File: config.mk
export PLATFORM = sky130hd
export DESIGN_NAME = exc_sequencer
export DESIGN_NICKNAME = d
export VERILOG_FILES = /design/src/rtl/exc_pkg.sv /design/src/rtl/exc_sequencer_sat_counter.sv /design/src/rtl/exc_sequencer.sv
export SDC_FILE = /design/constraint.sdc
export NUM_CORES = 1
export LEC_CHECK = 0
export ABC_AREA = 1
export CAP_MARGIN = 30
export CORE_UTILIZATION = 50
export DETAILED_ROUTE_END_ITERATION = 7
export HOLD_SLACK_MARGIN = 0.1
export PLACE_DENSITY = 0.77
export SLEW_MARGIN = 40
export SYNTH_ARGS = -nofsm -noshare
export SYNTH_HDL_FRONTEND = slang
export SYNTH_SLANG_ARGS = --single-unit
File: constraint.sdc
create_clock -name clk -period 2 [get_ports clk]
set_clock_uncertainty 0.2 [all_clocks]
set_input_delay 0.3 -clock clk [delete_from_list [all_inputs] [get_ports clk]]
set_output_delay 0.3 -clock clk [all_outputs]
set_load 0.01 [all_outputs]
File: src/rtl/exc_pkg.sv
// Shared definitions for the exception/ERET sequencer: state encoding,
// default handler address and CP0 ExcCode values.
package exc_pkg;

    // 3-bit state encoding
    localparam logic [2:0] ST_RUN      = 3'd0;
    localparam logic [2:0] ST_DRAIN    = 3'd1;
    localparam logic [2:0] ST_FLUSH    = 3'd2;
    localparam logic [2:0] ST_REDIRECT = 3'd3;
    localparam logic [2:0] ST_ERET     = 3'd4;

    typedef enum logic [2:0] {
        S_RUN      = ST_RUN,
        S_DRAIN    = ST_DRAIN,
        S_FLUSH    = ST_FLUSH,
        S_REDIRECT = ST_REDIRECT,
        S_ERET     = ST_ERET
    } state_t;

    // Exception/interrupt entry address
    localparam logic [31:0] HANDLER_PC_DEFAULT = 32'h0000_4180;

    // CP0 Cause.ExcCode values
    localparam logic [4:0] EXC_INT     = 5'd0;
    localparam logic [4:0] EXC_ADEL    = 5'd4;
    localparam logic [4:0] EXC_ADES    = 5'd5;
    localparam logic [4:0] EXC_SYSCALL = 5'd8;
    localparam logic [4:0] EXC_RI      = 5'd10;
    localparam logic [4:0] EXC_OV      = 5'd12;

endpackage

File: src/rtl/exc_sequencer_sat_counter.sv
// Saturating up-counter: increments on i_inc, holds at all-ones.
module sat_counter #(
    parameter int WIDTH = 16
) (
    input  logic             clk,
    input  logic             rst_n,
    input  logic             i_inc,
    output logic [WIDTH-1:0] o_count
);

    // Count accepted events, stopping at the maximum value
    always_ff @(posedge clk or negedge rst_n) begin
        // NOTE: state is updated with non-blocking assignments so every flop samples pre-edge values.
        if (!rst_n) begin
            o_count <= '0;
        end else if (i_inc && (o_count != {WIDTH{1'b1}})) begin
            o_count <= o_count + 1'b1;
        end
    end

endmodule

File: src/rtl/exc_sequencer.sv
// Exception/interrupt entry and ERET exit sequencer at the M-stage commit point.
// Drains an outstanding bridge store, flushes the pipeline for FLUSH_CYCLES,
// then presents a valid/ready redirect to the F-stage PC mux.
module exc_sequencer
    import exc_pkg::*;
#(
    parameter logic [31:0] HANDLER_PC   = HANDLER_PC_DEFAULT,
    parameter int          FLUSH_CYCLES = 2,
    parameter int          DRAIN_MAX    = 8
) (
    input  logic        clk,
    input  logic        reset,
    input  logic        m_valid,
    input  logic        m_eret,
    input  logic        cp0_req,
    input  logic [31:0] cp0_epc,
    input  logic        bus_busy,
    input  logic        redirect_ready,
    output logic        flush,
    output logic        stall_f,
    output logic        redirect_valid,
    output logic [31:0] redirect_pc,
    output logic        exl_clr,
    output logic        busy,
    output logic        drain_err,
    output logic [15:0] exc_count
);

    localparam logic [3:0] FLUSH_LAST = 4'(FLUSH_CYCLES - 1);
    localparam logic [7:0] DRAIN_LAST = 8'(DRAIN_MAX - 1);

    state_t      r_state;
    state_t      w_next;
    logic [3:0]  r_flush_cnt;
    logic [7:0]  r_drain_cnt;
    logic [31:0] r_target;
    logic        w_in_run;
    logic        w_accept_exc;
    logic        w_accept_eret;
    logic        w_timeout;

    // Requests are only honoured in RUN; an exception beats a simultaneous ERET
    assign w_in_run      = (r_state == S_RUN);
    assign w_accept_exc  = w_in_run & m_valid & cp0_req;
    assign w_accept_eret = w_in_run & m_valid & m_eret & ~cp0_req;

    // Next-state decode
    always_comb begin
        // NOTE: every combinational output gets a default first so no path infers a latch.
        w_next    = r_state;
        w_timeout = 1'b0;
        case (r_state)
            S_RUN: begin
                if (w_accept_exc) begin
                    w_next = bus_busy ? S_DRAIN : S_FLUSH;
                end else if (w_accept_eret) begin
                    w_next = S_ERET;
                end
            end
            S_DRAIN: begin
                if (!bus_busy) begin
                    w_next = S_FLUSH;
                end else if (r_drain_cnt == DRAIN_LAST) begin
                    w_next    = S_FLUSH;
                    w_timeout = 1'b1;
                end
            end
            S_ERET:     w_next = S_FLUSH;
            S_FLUSH:    if (r_flush_cnt == FLUSH_LAST) w_next = S_REDIRECT;
            S_REDIRECT: if (redirect_ready) w_next = S_RUN;
            default:    w_next = S_RUN;
        endcase
    end

    // State, counters and captured redirect target
    always_ff @(posedge clk or negedge reset) begin
        if (!reset) begin
            r_state     <= S_RUN;
            r_flush_cnt <= 4'd0;
            r_drain_cnt <= 8'd0;
            r_target    <= 32'd0;
        end else begin
            r_state     <= w_next;
            r_flush_cnt <= (r_state == S_FLUSH) ? r_flush_cnt + 4'd1 : 4'd0;
            r_drain_cnt <= (r_state == S_DRAIN) ? r_drain_cnt + 8'd1 : 8'd0;
            if (w_accept_exc) begin
                r_target <= HANDLER_PC;
            end else if (w_accept_eret) begin
                r_target <= cp0_epc;
            end
        end
    end

    // Registered outputs decoded from the state being entered
    always_ff @(posedge clk or negedge reset) begin
        if (!reset) begin
            flush          <= 1'b0;
            stall_f        <= 1'b0;
            redirect_valid <= 1'b0;
            redirect_pc    <= 32'd0;
            exl_clr        <= 1'b0;
            busy           <= 1'b0;
            drain_err      <= 1'b0;
        end else begin
            flush          <= (w_next == S_FLUSH);
            stall_f        <= (w_next != S_RUN);
            redirect_valid <= (w_next == S_REDIRECT);
            redirect_pc    <= (w_next == S_REDIRECT) ? r_target : 32'd0;
            exl_clr        <= (w_next == S_ERET);
            busy           <= (w_next != S_RUN);
            drain_err      <= drain_err | w_timeout;
        end
    end

    // Accepted exception/interrupt count, saturating
    sat_counter #(
        .WIDTH(16)
    ) u_exc_count (
        .clk    (clk),
        .rst_n  (reset),
        .i_inc  (w_accept_exc),
        .o_count(exc_count)
    );

endmodule

==> metrics.cfg <==
[sta]
rsz0062_at_grt=false
setup_viol=0
finalHoldViolations=0
period_share_pct=96.1
max_freq_mhz=520
tightest_slew_ns=0.528
max-slew-margin-rel_pct=64.8
slew_violations=0
tns_ns=0
finalWorstPathRequiredPeriod_ns=1.92

[clocking]
cts.path.max_buffers=2
clk_pin_slew_ns=0.10
htreeDepth=3
clk_latency_ns=0.37
cts_setup_buffers=0
cts_tree=yes
cts-resized-gates=0
cts.sinks=100
root_buffer=clkbuf_8
cts_buffers=9

[power]
intPower_uw=3810
p_clk_share_pct=21.4
switching_share_pct=33.8
p_seq_share_pct=48.8
ir_drop_uv=665
leakage_uw=0.00246
power_density_nw_per_um2=1070
combPwrFrac_pct=29.8
power_switching_uw=1950

[placement]
port_buffers=92
place_inst=631
postPlaceCellArea_um2=5180
post-dp-hpwl_mm=5.79
routabilityCongestion=0.829

[detailed_routing]
dr_total_vias=3134
top_layer_used=met4
wl_met2_mm=3.82
wl_met3_um=582
drt-met1-wl_mm=3.89
drtIter0Drc=167
post_drt_wl_per_cell_um=13.0
wl_mm=8.45
ant_nets=0
dr.pass1.iters=4
vias_per_cell=4.84
drc=0

[floorplan]
core_um2=7850
io_pins=93
chipWidth_um=92.6
die-area_um2=8580
die_h_um=92.6
start_util_pct=52.3
fp-row-count=32

[global_route]
grt_pass1_vias=2994
grt_pass1_wl_mm=14.0
track_usage_pct=21.5
antenna_found_initial=0
grt_max_degree=101
grt_overflow_total=0

[run]
maxCapViolCount=0

[setup_path]
cp.arrival_ns=1.42
crit_fanout=5
crit_family=buffers and inverters
cp_cell_sequence=clkdlybuf4s50_1
critPathBufInv=1
end_kind=output pin
critPathKind=reg -> out
critPathLaunchType=flip-flop
cp_slowest_stage_delay_ns=0.58
required_ns=1.50
slowest_stage=clkdlybuf4s50_1

[finish]
nets=584
drive_gt1_share_pct=7.33
final_area_um2=5380
fillers=634
fin_util_pct=68.6
diodes=0
syn_to_final_growth_pct=31.1
finalNonFillerCells=648

[worst_hold_path]
hp-class=reg -> reg

[synth]
synth_top_cell_by_area=dfrtp_1
yosysSeqAreaShare_pct=60.9
yosysUniqueCellTypes=29
syn_inst=442
synth-edff-count=0
synthTopCellsByArea=dfrtp_1 (61%), nand2_1 (9.6%), nor2_1 (6.1%)
syn_avg_cell_area_um2=9.29
mappedNetlistArea_um2=4110
synth_top_area_share_pct=60.9
async_flop_share_pct=100
ys.flop_type=dfrtp_1
ys.warnings.count=0
synth_seq_cells=100
synth_fp_nets=485

[status]
outcome=finished, final reports clean

sequential cells by signal, indices dropped and copies added (netlist names):
| signal | flops |
|---|---|
| r_drain_cnt | 8 |
| redirect_valid | 1 |
| u_exc_count.o_count | 16 |
| exl_clr | 1 |
| r_flush_cnt | 4 |
| redirect_pc | 32 |
| r_target | 32 |
| drain_err | 1 |
| busy | 1 |
| flush | 1 |
| r_state | 3 |
worst paths after layout:
check / cells past startpoint / to / slack, ns / start
max: 1 / exc_count[8] / 0.08 / u_exc_count.o_count[8]$_DFFE_PN0P_
min: 1 / r_drain_cnt[0]$_DFF_PN0_ / 0.27 / r_drain_cnt[0]$_DFF_PN0_
max reg2reg: 7 / u_exc_count.o_count[0]$_DFFE_PN0P_ / 0.16 / u_exc_count.o_count[1]$_DFFE_PN0P_
min reg2reg: 1 / r_drain_cnt[0]$_DFF_PN0_ / 0.27 / r_drain_cnt[0]$_DFF_PN0_
max in group asynchronous: 3 / r_state[1]$_DFF_PN0_ / 0.87 / reset
min in group asynchronous: 3 / redirect_pc[1]$_DFF_PN0_ / 0.30 / reset
layer usage:
| layer | up-vias | track usage (%) |
|---|---|---|
| met5 | - | 0 |
| met1 | 1473 | 29.7 |
| met3 | 12 | 5.09 |
| met2 | 100 | 32.8 |
| met4 | 0 | 9.23 |
| li1 | 1549 | - |
cell usage after synthesis (2+ instances only):
library cell	count
a21oi_1	7
buf_2	9
buf_6	2
dfrtp_1	100
ha_1	4
inv_1	56
nand2_1	105
nand2_2	2
nand3_1	13
nand3_2	2
nand3b_1	2
nor2_1	67
nor2_2	2
nor2_4	3
nor2_8	2
nor3_1	2
o21ai_0	39
o21ai_1	5
xnor2_1	7
xor2_1	4
what timing repair did:
| action | CTS | global route |
|---|---|---|
| endpoints found under the hold margin | 100 | 0 |
| hold buffers | 1 | 0 |
| setup endpoints to repair | 0 | 0 |
logic make-up after synthesis:
family | Yosys count | synth area share, %
AOI/OAI and AO/OA | 52 | 6.43
xor gates and xnor gates | 11 | 2.35
adders and majority gates | 4 | 1.22
DFF | 100 | 60.9
buffers and inverters | 70 | 7.19
and+or+nand+nor | 205 | 21.9
area by class of cell:
class,count,area [µm²],area share (%)
flip-flops and latches,100,2500,46.5
multi-input cells,272,1310,24.3
repair buffers,100,1030,19.1
inverters,58,220,4.09
well taps,102,128,2.37
clock buffers,9,124,2.30
clock inverters,7,70.1,1.30
metrics by stage:
| stage | hold slack [ns] | power (µW) | worst slack [ns] |
|---|---|---|---|
| after floorplan | -0.196 | 3770 | 0.283 |
| after global placement | 0.196 | 4480 | 0.128 |
| after detailed placement | 0.202 | 4560 | 0.0740 |
| after CTS | 0.269 | 5800 | 0.0750 |
| after global routing | 0.279 | 6150 | 0.0176 |
| final | 0.269 | 5760 | 0.0781 |
power by group through the flow:
stage	Clock (µW)	Combinational, µW	Sequential, µW
6_report	1230	1710	2810
3_3_place_gp	0	1660	2820
4_1_cts	1260	1730	2810
2_1_floorplan	0	887	2880
3_5_place_dp	0	1710	2850
5_1_grt	1350	1920	2870
cells in the final DEF, fill, tap and decap left out, types with 2 or more instances in the layout:
master	count
nand2_1	105
dfrtp_1	100
clkdlybuf4s50_1	91
nor2_1	67
inv_1	56
o21ai_0	39
nand3_1	13
clkbuf_8	9
a21oi_1	7
xnor2_1	7
o21ai_1	5
xor2_1	4
ha_1	4
buf_4	4
buf_12	4
nor2_4	3
clkinv_4	3
nor2_8	2
nand3_2	2
nor2_2	2
nor3_1	2
nand2_2	2
nand3b_1	2
Note: power is estimated with default switching activity, not from simulation.
